--- config.mk ---
export PLATFORM = sky130hd
export DESIGN_NAME = inst_loader
export DESIGN_NICKNAME = d
export VERILOG_FILES = /design/src/rtl/inst_loader.sv
export SDC_FILE = /design/constraint.sdc
export NUM_CORES = 1
export LEC_CHECK = 0
export CAP_MARGIN = 25
export CORE_MARGIN = 3
export CORE_UTILIZATION = 40
export CTS_CLUSTER_SIZE = 10
export DETAILED_ROUTE_END_ITERATION = 16
export GPL_TIMING_DRIVEN = 1
export PLACE_DENSITY = 0.61
export REMOVE_ABC_BUFFERS = 1
export SKIP_CTS_REPAIR_TIMING = 1
export SYNTH_ARGS = -nofsm -noshare
export SYNTH_HDL_FRONTEND = slang
export SYNTH_SLANG_ARGS = --single-unit
--- constraint.sdc ---
create_clock -name clk -period 2.7 [get_ports clk]
set_clock_uncertainty 0.1 [all_clocks]
set_input_delay 0.27 -clock clk [delete_from_list [all_inputs] [get_ports clk]]
set_output_delay 0.27 -clock clk [all_outputs]
set_load 0.03 [all_outputs]
--- src/rtl/inst_loader.sv ---
// -----------------------------------------------------------------------------
// inst_loader
//   Loads a program image from a byte stream into instruction memory while
//   holding the CPU fetch/decode path in reset.
//
//   Stream format (all multi-byte fields MSB first):
//     LEN_HI, LEN_LO  : 16-bit word count N (1 .. 2^ADDR_W)
//     4*N bytes       : instruction words
//     1 byte          : XOR of all instruction bytes
//
// Ports
//   clk         in   single clock, rising edge
//   rst         in   synchronous active-high reset
//   start       in   one-cycle request to begin a load (IDLE/DONE/ERR only)
//   byte_valid  in   byte_data holds a valid stream byte
//   byte_data   in   [7:0] stream byte
//   byte_ready  out  loader accepts a byte this cycle
//   mem_we      out  one-cycle instruction-memory write strobe
//   mem_addr    out  [ADDR_W-1:0] word address of the write
//   mem_wdata   out  [31:0] instruction word of the write
//   cpu_hold    out  keeps the PC in reset while 1
//   done        out  last load completed with a matching checksum
//   error       out  last load failed (bad length or bad checksum)
// -----------------------------------------------------------------------------
module inst_loader #(
  parameter int ADDR_W = 8
) (
  input  logic              clk,
  input  logic              rst,
  input  logic              start,
  input  logic              byte_valid,
  input  logic [7:0]        byte_data,
  output logic              byte_ready,
  output logic              mem_we,
  output logic [ADDR_W-1:0] mem_addr,
  output logic [31:0]       mem_wdata,
  output logic              cpu_hold,
  output logic              done,
  output logic              error
);

  typedef enum logic [2:0] {
    IDLE,
    LEN_HI,
    LEN_LO,
    DATA,
    CHECK,
    DONE,
    ERR
  } state_t;

  // Largest accepted word count; 17 bits so ADDR_W=16 still fits.
  localparam logic [16:0] MAX_WORDS = 17'd1 << ADDR_W;

  state_t              state;
  logic [ADDR_W-1:0]   word_idx;
  logic [15:0]         words_left;
  logic [1:0]          byte_cnt;
  logic [7:0]          csum;
  logic [7:0]          len_hi;
  logic [23:0]         asm_word;
  logic                xfer;
  logic [15:0]         len_word;
  logic                len_bad;

  assign byte_ready = (state == LEN_HI) || (state == LEN_LO) ||
                      (state == DATA)   || (state == CHECK);
  assign xfer       = byte_valid && byte_ready;
  assign len_word   = {len_hi, byte_data};
  assign len_bad    = (len_word == 16'd0) || ({1'b0, len_word} > MAX_WORDS);

  // Payload holding registers: only meaningful after being loaded by the
  // stream, so they carry no reset.
  always_ff @(posedge clk) begin
    if (state == LEN_HI && xfer) begin
      len_hi <= byte_data;
    end
    if (state == DATA && xfer) begin
      asm_word <= {asm_word[15:0], byte_data};
    end
  end

  // Control FSM. The write strobe is registered on the 4th-byte transfer, so
  // it appears the following cycle and a reset on that same edge cancels it.
  always_ff @(posedge clk) begin
    if (rst) begin
      state      <= IDLE;
      mem_we     <= 1'b0;
      mem_addr   <= '0;
      mem_wdata  <= '0;
      cpu_hold   <= 1'b1;
      done       <= 1'b0;
      error      <= 1'b0;
      word_idx   <= '0;
      words_left <= '0;
      byte_cnt   <= '0;
      csum       <= '0;
    end else begin
      mem_we <= 1'b0;
      case (state)
        IDLE, DONE, ERR: begin
          if (start) begin
            state      <= LEN_HI;
            done       <= 1'b0;
            error      <= 1'b0;
            cpu_hold   <= 1'b1;
            word_idx   <= '0;
            words_left <= '0;
            byte_cnt   <= '0;
            csum       <= '0;
          end
        end
        LEN_HI: begin
          if (xfer) begin
            state <= LEN_LO;
          end
        end
        LEN_LO: begin
          if (xfer) begin
            if (len_bad) begin
              state <= ERR;
              error <= 1'b1;
            end else begin
              state      <= DATA;
              words_left <= len_word;
            end
          end
        end
        DATA: begin
          if (xfer) begin
            csum     <= csum ^ byte_data;
            byte_cnt <= byte_cnt + 2'd1;
            if (byte_cnt == 2'd3) begin
              mem_we     <= 1'b1;
              mem_addr   <= word_idx;
              mem_wdata  <= {asm_word, byte_data};
              word_idx   <= word_idx + 1'b1;
              words_left <= words_left - 16'd1;
              if (words_left == 16'd1) begin
                state <= CHECK;
              end
            end
          end
        end
        CHECK: begin
          if (xfer) begin
            if (byte_data == csum) begin
              state    <= DONE;
              done     <= 1'b1;
              cpu_hold <= 1'b0;
            end else begin
              state    <= ERR;
              error    <= 1'b1;
              cpu_hold <= 1'b1;
            end
          end
        end
        default: begin
          state <= IDLE;
        end
      endcase
    end
  end

endmodule

# Word level (Yosys, flattened, before mapping)
# Cells that the tools add are included.
[classes]
add_sub_neg = 3
order_cmp = 1
eq_ne = 20
mux = 39
bitwise_logic = 3
n_reduce_logical = 23
[op_table]
columns = ["cell", "count"]
rows = [
  ["2-to-1 mux 16 bit", 5],
  ["one-hot mux 16 bit (3 select lines)", 1],
  ["2-to-1 mux 8 bit", 4],
  ["one-hot mux 8 bit (2 select lines)", 2],
  ["2-to-1 mux 3 bit", 8],
  ["equality test 16 x 1 -> 1 bit, second input constant", 1],
  ["greater-than comparator 16 x 9 -> 1 bit, second input constant", 1],
  ["zero test 16 bit", 1],
  ["!= test 2 bit, second input constant", 8],
  ["subtractor 16 x 1 -> 16 bit, second input constant", 1],
  ["one-hot mux 3 bit (5 select lines)", 1],
  ["AND reduction 6 bit", 2],
  ["2-to-1 mux 1 bit", 11],
  ["equality test 3 bit, second input constant", 3],
  ["AND reduction 3 bit", 3],
  ["adder 8 x 1 -> 8 bit, second input constant", 1],
  ["equality test 8 bit", 1],
  ["AND reduction 4 bit", 2],
  ["bitwise XOR 8 bit", 1],
  ["AND reduction 7 bit", 1],
  ["equality test 3 x 2 -> 1 bit, second input constant", 2],
  ["2-to-1 mux 2 bit", 3],
  ["!= test 2 x 1 -> 1 bit, second input constant", 3],
  ["nonzero test 3 bit", 2],
  ["12 further kinds", 21],
]
[totals]
regBits = 113
input_bits = 12
out_inout_bits = 45
elab_cells = 102

# Logic depth before layout (Yosys ltp)
[logic_depth]
word_depth = 7
mapped_depth = 9

# Worst setup path before layout
# No wires, ideal clock.
[synth_path]
path_type = "register -> register"
from = "reg words_left[8]"
to = "reg state[2]"
setup_time_ns = 0.070
t_arrival_ns = 1.935
required_time_ns = 2.530
slack_ns = 0.594
path_stages_with_launch = 7
n_path_buf = 0
period_less_slack_ns = 2.106
path_cell_list = "dfxtp_1 > or4_4 > nor4_4 > and3_1 > o22ai_2 > or4_1 > a21oi_1"
[synth_between]
elab_chain_len = 3
[synth_lines]
columns = ["item", "line", "rtl"]
rows = [
  ["from (decl)", "57", "logic [15:0] words_left;"],
  ["from (signal assigned)", "125", "words_left <= len_word;"],
  ["from (signal assigned)", "138", "words_left <= words_left - 16'd1;"],
  ["equality test 16 x 1 -> 1 bit", "139", "if (words_left == 16'd1) begin"],
  ["!= test 2 x 1 -> 1 bit (no source line)", "--", ""],
  ["AND reduction 7 bit (no source line)", "--", ""],
  ["to (signal assigned)", "140", "state <= CHECK;"],
  ["to (signal assigned)", "148", "state <= DONE;"],
  ["to (signal assigned)", "152", "state <= ERR;"],
  ["to (decl)", "55", "state_t state;"],
]
# Every way passes these cells.
# A chain may end at the register's enable or synchronous reset.

# Final worst setup path
[layout_path]
from = "reg state[0]"
to = "out byte_ready"
[layout_between]
elab_chain_len = 4
word_cells_on_any_way = 7
[layout_lines]
columns = ["item", "line", "rtl"]
rows = [
  ["from (signal assigned)", "87", "state <= IDLE;"],
  ["from (signal assigned)", "103", "state <= LEN_HI;"],
  ["from (signal assigned)", "115", "state <= LEN_LO;"],
  ["equality test 3 x 1 -> 1 bit / equality test 3 x 2 -> 1 bit (equally long branches)", "66", "assign byte_ready = (state == LEN_HI) || (state == LEN_LO) ||"],
  ["logical OR 1 bit (2 in a row)", "66", ""],
  ["logical OR 1 bit (*)", "67", "(state == DATA) || (state == CHECK);"],
  ["to (decl)", "33", "output logic byte_ready,"],
]
# Every way passes the cells marked *; elsewhere a longest branch is shown, timed or not.

==> summary.md <==
| Metric | Value |
|---|---|
| Initial Util | ~41% |
| Rel. slew slack | roughly 55% |
| Primary FF master, synth | dfxtp_1 |
| Via count | slightly below 4,000 |
| CTS tree | yes |
| DPL Wire Length | about 7.3 mm |
| Initial DRC count | around 240 |
| I/O pin count | 57 |
| Post-synth EDFFs | 32 |
| Critical Path Start | state[0] |
| GP Congestion | about 0.81 |
| PD cells | around 850 nW/um2 |
| Worst path buffer plus inverter count | 2 |
| Port buffer count | 56 |
| Status | completed |
| Tightest Pin Transition | 0.676 ns |
| First-pass DRT Iterations | 4 |
| Xor/xnor share of the synthesized area | around 4.9% |
| Largest family of logic cells by synthesized area | simple AND/OR/NAND/NOR gates |
| Placed cell area | ~5600 um2 |
| Setup CP Type | reg -> out |
| Num CTS Buffers | 17 |
| Final TNS setup | 0 ns |
| CP Data Required Time | ~2.3 ns |
| H-tree depth | 4 |
| First-pass GRT wire length | 18.8 mm |
| FF+latch count, synth | about 110 |
| Top Usage Layer GRT | met2 |
| Worst Hold Class | in -> reg |
| Compound-Gate Fraction of Synth Area | between 15 and 20% |
| Vias/cell | around 5.4 |
| Multi-input gate area | 2060 um2 |
| Crit Path Max Fanout | 10 |
| Post-Place Cells | roughly 700 |
| Register area | around 2600 um2 |
| Post-Route WL | roughly 11 mm |
| Final Cell Area | approximately 6200 um2 |
| WP data arrival | roughly 2.1 ns |
| Row count | 39 |
| Max_cap viols | 0 |
| Nets | roughly 600 |
| Peak VDD IR | between 0.0004 and 0.0005 V |
| Crit end category | output pin |
| Initial antenna violation count | 0 |
| Post-synthesis mux area share | less than 1% |
| Ys async rst share | 0% |
| CTS root buffer | clkbuf_16 |
| Gr ovfl total | 0 |
| RSZ-0062 raised after global routing | false |
| Gate Count Post-Synth | ~510 |
| Warnings, synthesis | 0 |
| Fin crit share | roughly nine tenths |
| Worst-skew pair later-pin latency | approximately 0.4 ns |
| Post-Synth Adder-Cell Area | about 1.0% |
| Sinks on Clock Net | roughly 110 |
| Final hold violations | 0 |
| Post-synthesis sequential area ratio | around 54% |
| FILL cells | 1,075 |
| DIE AREA | ~13,000 um2 |
| Max Clk Rate | 409 MHz |
| DR DRC count | 0 |
| Finished Layout Cells | between 700 and 800 |
| Share of layout cells above drive strength 1 | around 11% |
| Final Max Slew Viols | 0 |
| Final min period | between 2 and 2.5 ns |
| Routed Antenna Nets | 0 |
| Worst hold path startpoint | rst |
| Slowest-stage cell, CP | clkdlybuf4s50_1 |
| Die H | 115 um |
| GR met1 Demand/Resource | between 20% and 30% |
| CP Cell Sequence | buf_4 -> nor2_1 -> xnor2_1 -> clkdlybuf4s50_1 |
| Unique masters post-synth | 54 |
| Core area | 11,600 um2 |
| Final hold slack | 0.227 ns |
| Met2 usage | ~28% |
| Delay-heaviest family, CP | buffers and inverters |
| Vias in the first global route | between 3,000 and 4,000 |
| Bufs on Longest Clock Path | 2 |
| Simple-Gate Fraction of Synth Area | about 21% |
| Largest net degree at the start of global routing | between 50 and 60 |
| R2R Path Start | words_left[8] |
| Met3 GRT Util | 4.13% |
| Clock transition at path regs | approximately 0.06 ns |
| GRT Total Usage | 17.9% |
| Leakage | 0.00219 uW |
| Mean Syn Cell Area | 9.34 um2 |
| Final number of setup-violating endpoints | 0 |
| Slowest stage delay, CP | 0.68 ns |
| Final worst slack | ~0.26 ns |
| Place WS | -0.00503 ns |
| Layout Area Growth over Synthesis | 30.3% |
| N_diodes | 0 |
| Die Wd | 115 um |
| Startpoint Class | flop |
| Wire length per cell | between 15 and 20 um |
| Mapped Area | roughly 4800 um2 |
-- final timing paths --
check,cells after the start,to,slack (ns)
min,2,words_left[12],0.23
min reg2reg,0,asm_word[13],0.34
max reg2reg,6,state[2],0.34
max,4,byte_ready,0.26
-- cells in the mapped netlist (2+ instances only) --
cell type | number | area [um2]
nor3_1 | 6 | 30.0
a21oi_1 | 66 | 330
buf_2 | 5 | 25.0
a211oi_1 | 2 | 15.0
dfxtp_1 | 81 | 1620
ha_1 | 4 | 50.1
clkbuf_1 | 27 | 101
nor2b_1 | 5 | 31.3
o2bb2ai_1 | 7 | 61.3
nand3_1 | 9 | 45.0
xor2_1 | 11 | 96.3
edfxtp_1 | 32 | 961
o31ai_1 | 2 | 15.0
a22oi_1 | 8 | 60.1
nand3b_1 | 11 | 82.6
nor2_1 | 47 | 176
xnor2_1 | 16 | 140
nand4_1 | 5 | 31.3
nand2_1 | 95 | 357
nor3b_1 | 3 | 22.5
a2bb2oi_1 | 2 | 17.5
o21ai_0 | 17 | 85.1
inv_1 | 6 | 22.5
or4_1 | 3 | 22.5
nor4b_1 | 2 | 17.5
and3_1 | 3 | 18.8
mux2i_1 | 3 | 30.0
nand2b_1 | 3 | 18.8
nor4_1 | 6 | 37.5
nor4_4 | 2 | 42.5
-- metal layers --
metal | share of wire, % | vias up
met5 | 0 | -
met4 | 1.3 | 0
met3 | 5.6 | 14
met2 | 46 | 119
met1 | 47 | 1882
li1 | - | 1941
-- power breakdown --
| part | leakage (uW) | internal [uW] | switching (uW) |
|---|---|---|---|
| clock network | 0.000308 | 1530 | 762 |
| registers | 0.000942 | 1840 | 72.1 |
| logic | 0.000943 | 443 | 670 |
-- metrics by stage --
stage               power [uW]  utilization [%]
floorplan                 2630                -
global placement          3030             48.5
detailed placement        3050             48.5
CTS                       5350             54.0
global route              5550             54.0
finish                    5320             54.0
-- cell usage in the layout (no fill, tap or decap), drive strengths merged, types with 3 or more instances in the layout --
master,instances
a21oi,66
o21ai,17
ha,4
nor2,47
mux2i,3
and3,3
nand3b,11
edfxtp,32
a22oi,8
nand4,5
nor3,6
nand2,95
nor3b,3
clkdlybuf4s50,55
o2bb2ai,7
xor2,11
nand3,9
nand2b,3
or4,4
inv,7
nor4,8
dfxtp,81
nor2b,5
xnor2,16
clkbuf,26
buf,26
clkinv,4
-- sequential cells by signal, indices dropped and copies added (netlist names), 2 cells and up --
name / cells
mem_addr: 8
byte_cnt: 2
mem_wdata: 32
len_hi: 8
csum: 8
word_idx: 8
asm_word: 24
words_left: 16
state: 3
-- worst register-to-register path, delay by kind of cell (launching register included) --
family,cells,cell delay [ns]
compound gates,2,0.25
flops,1,0.37
simple gates,4,1.58
-- cell type report --
type / count / area share, %
Clock buffer: 26 / 9.02
Clock inverter: 6 / 1.04
Inverter: 7 / 0.421
Multi-Input combinational cell: 360 / 33.0
Sequential cell: 113 / 41.4
Tap cell: 143 / 2.87
Timing Repair Buffer: 81 / 12.3
-- logic make-up (layout without fill, tap and decap cells) --
logic type | count (synthesis) | count (layout)
mux | 3 | 3
flops | 113 | 113
simple gates | 206 | 206
fa+ha+maj | 4 | 4
xor+xnor | 27 | 27
compound gates | 120 | 120
buf+inv | 40 | 120
Power figures use the tool's default switching activity.
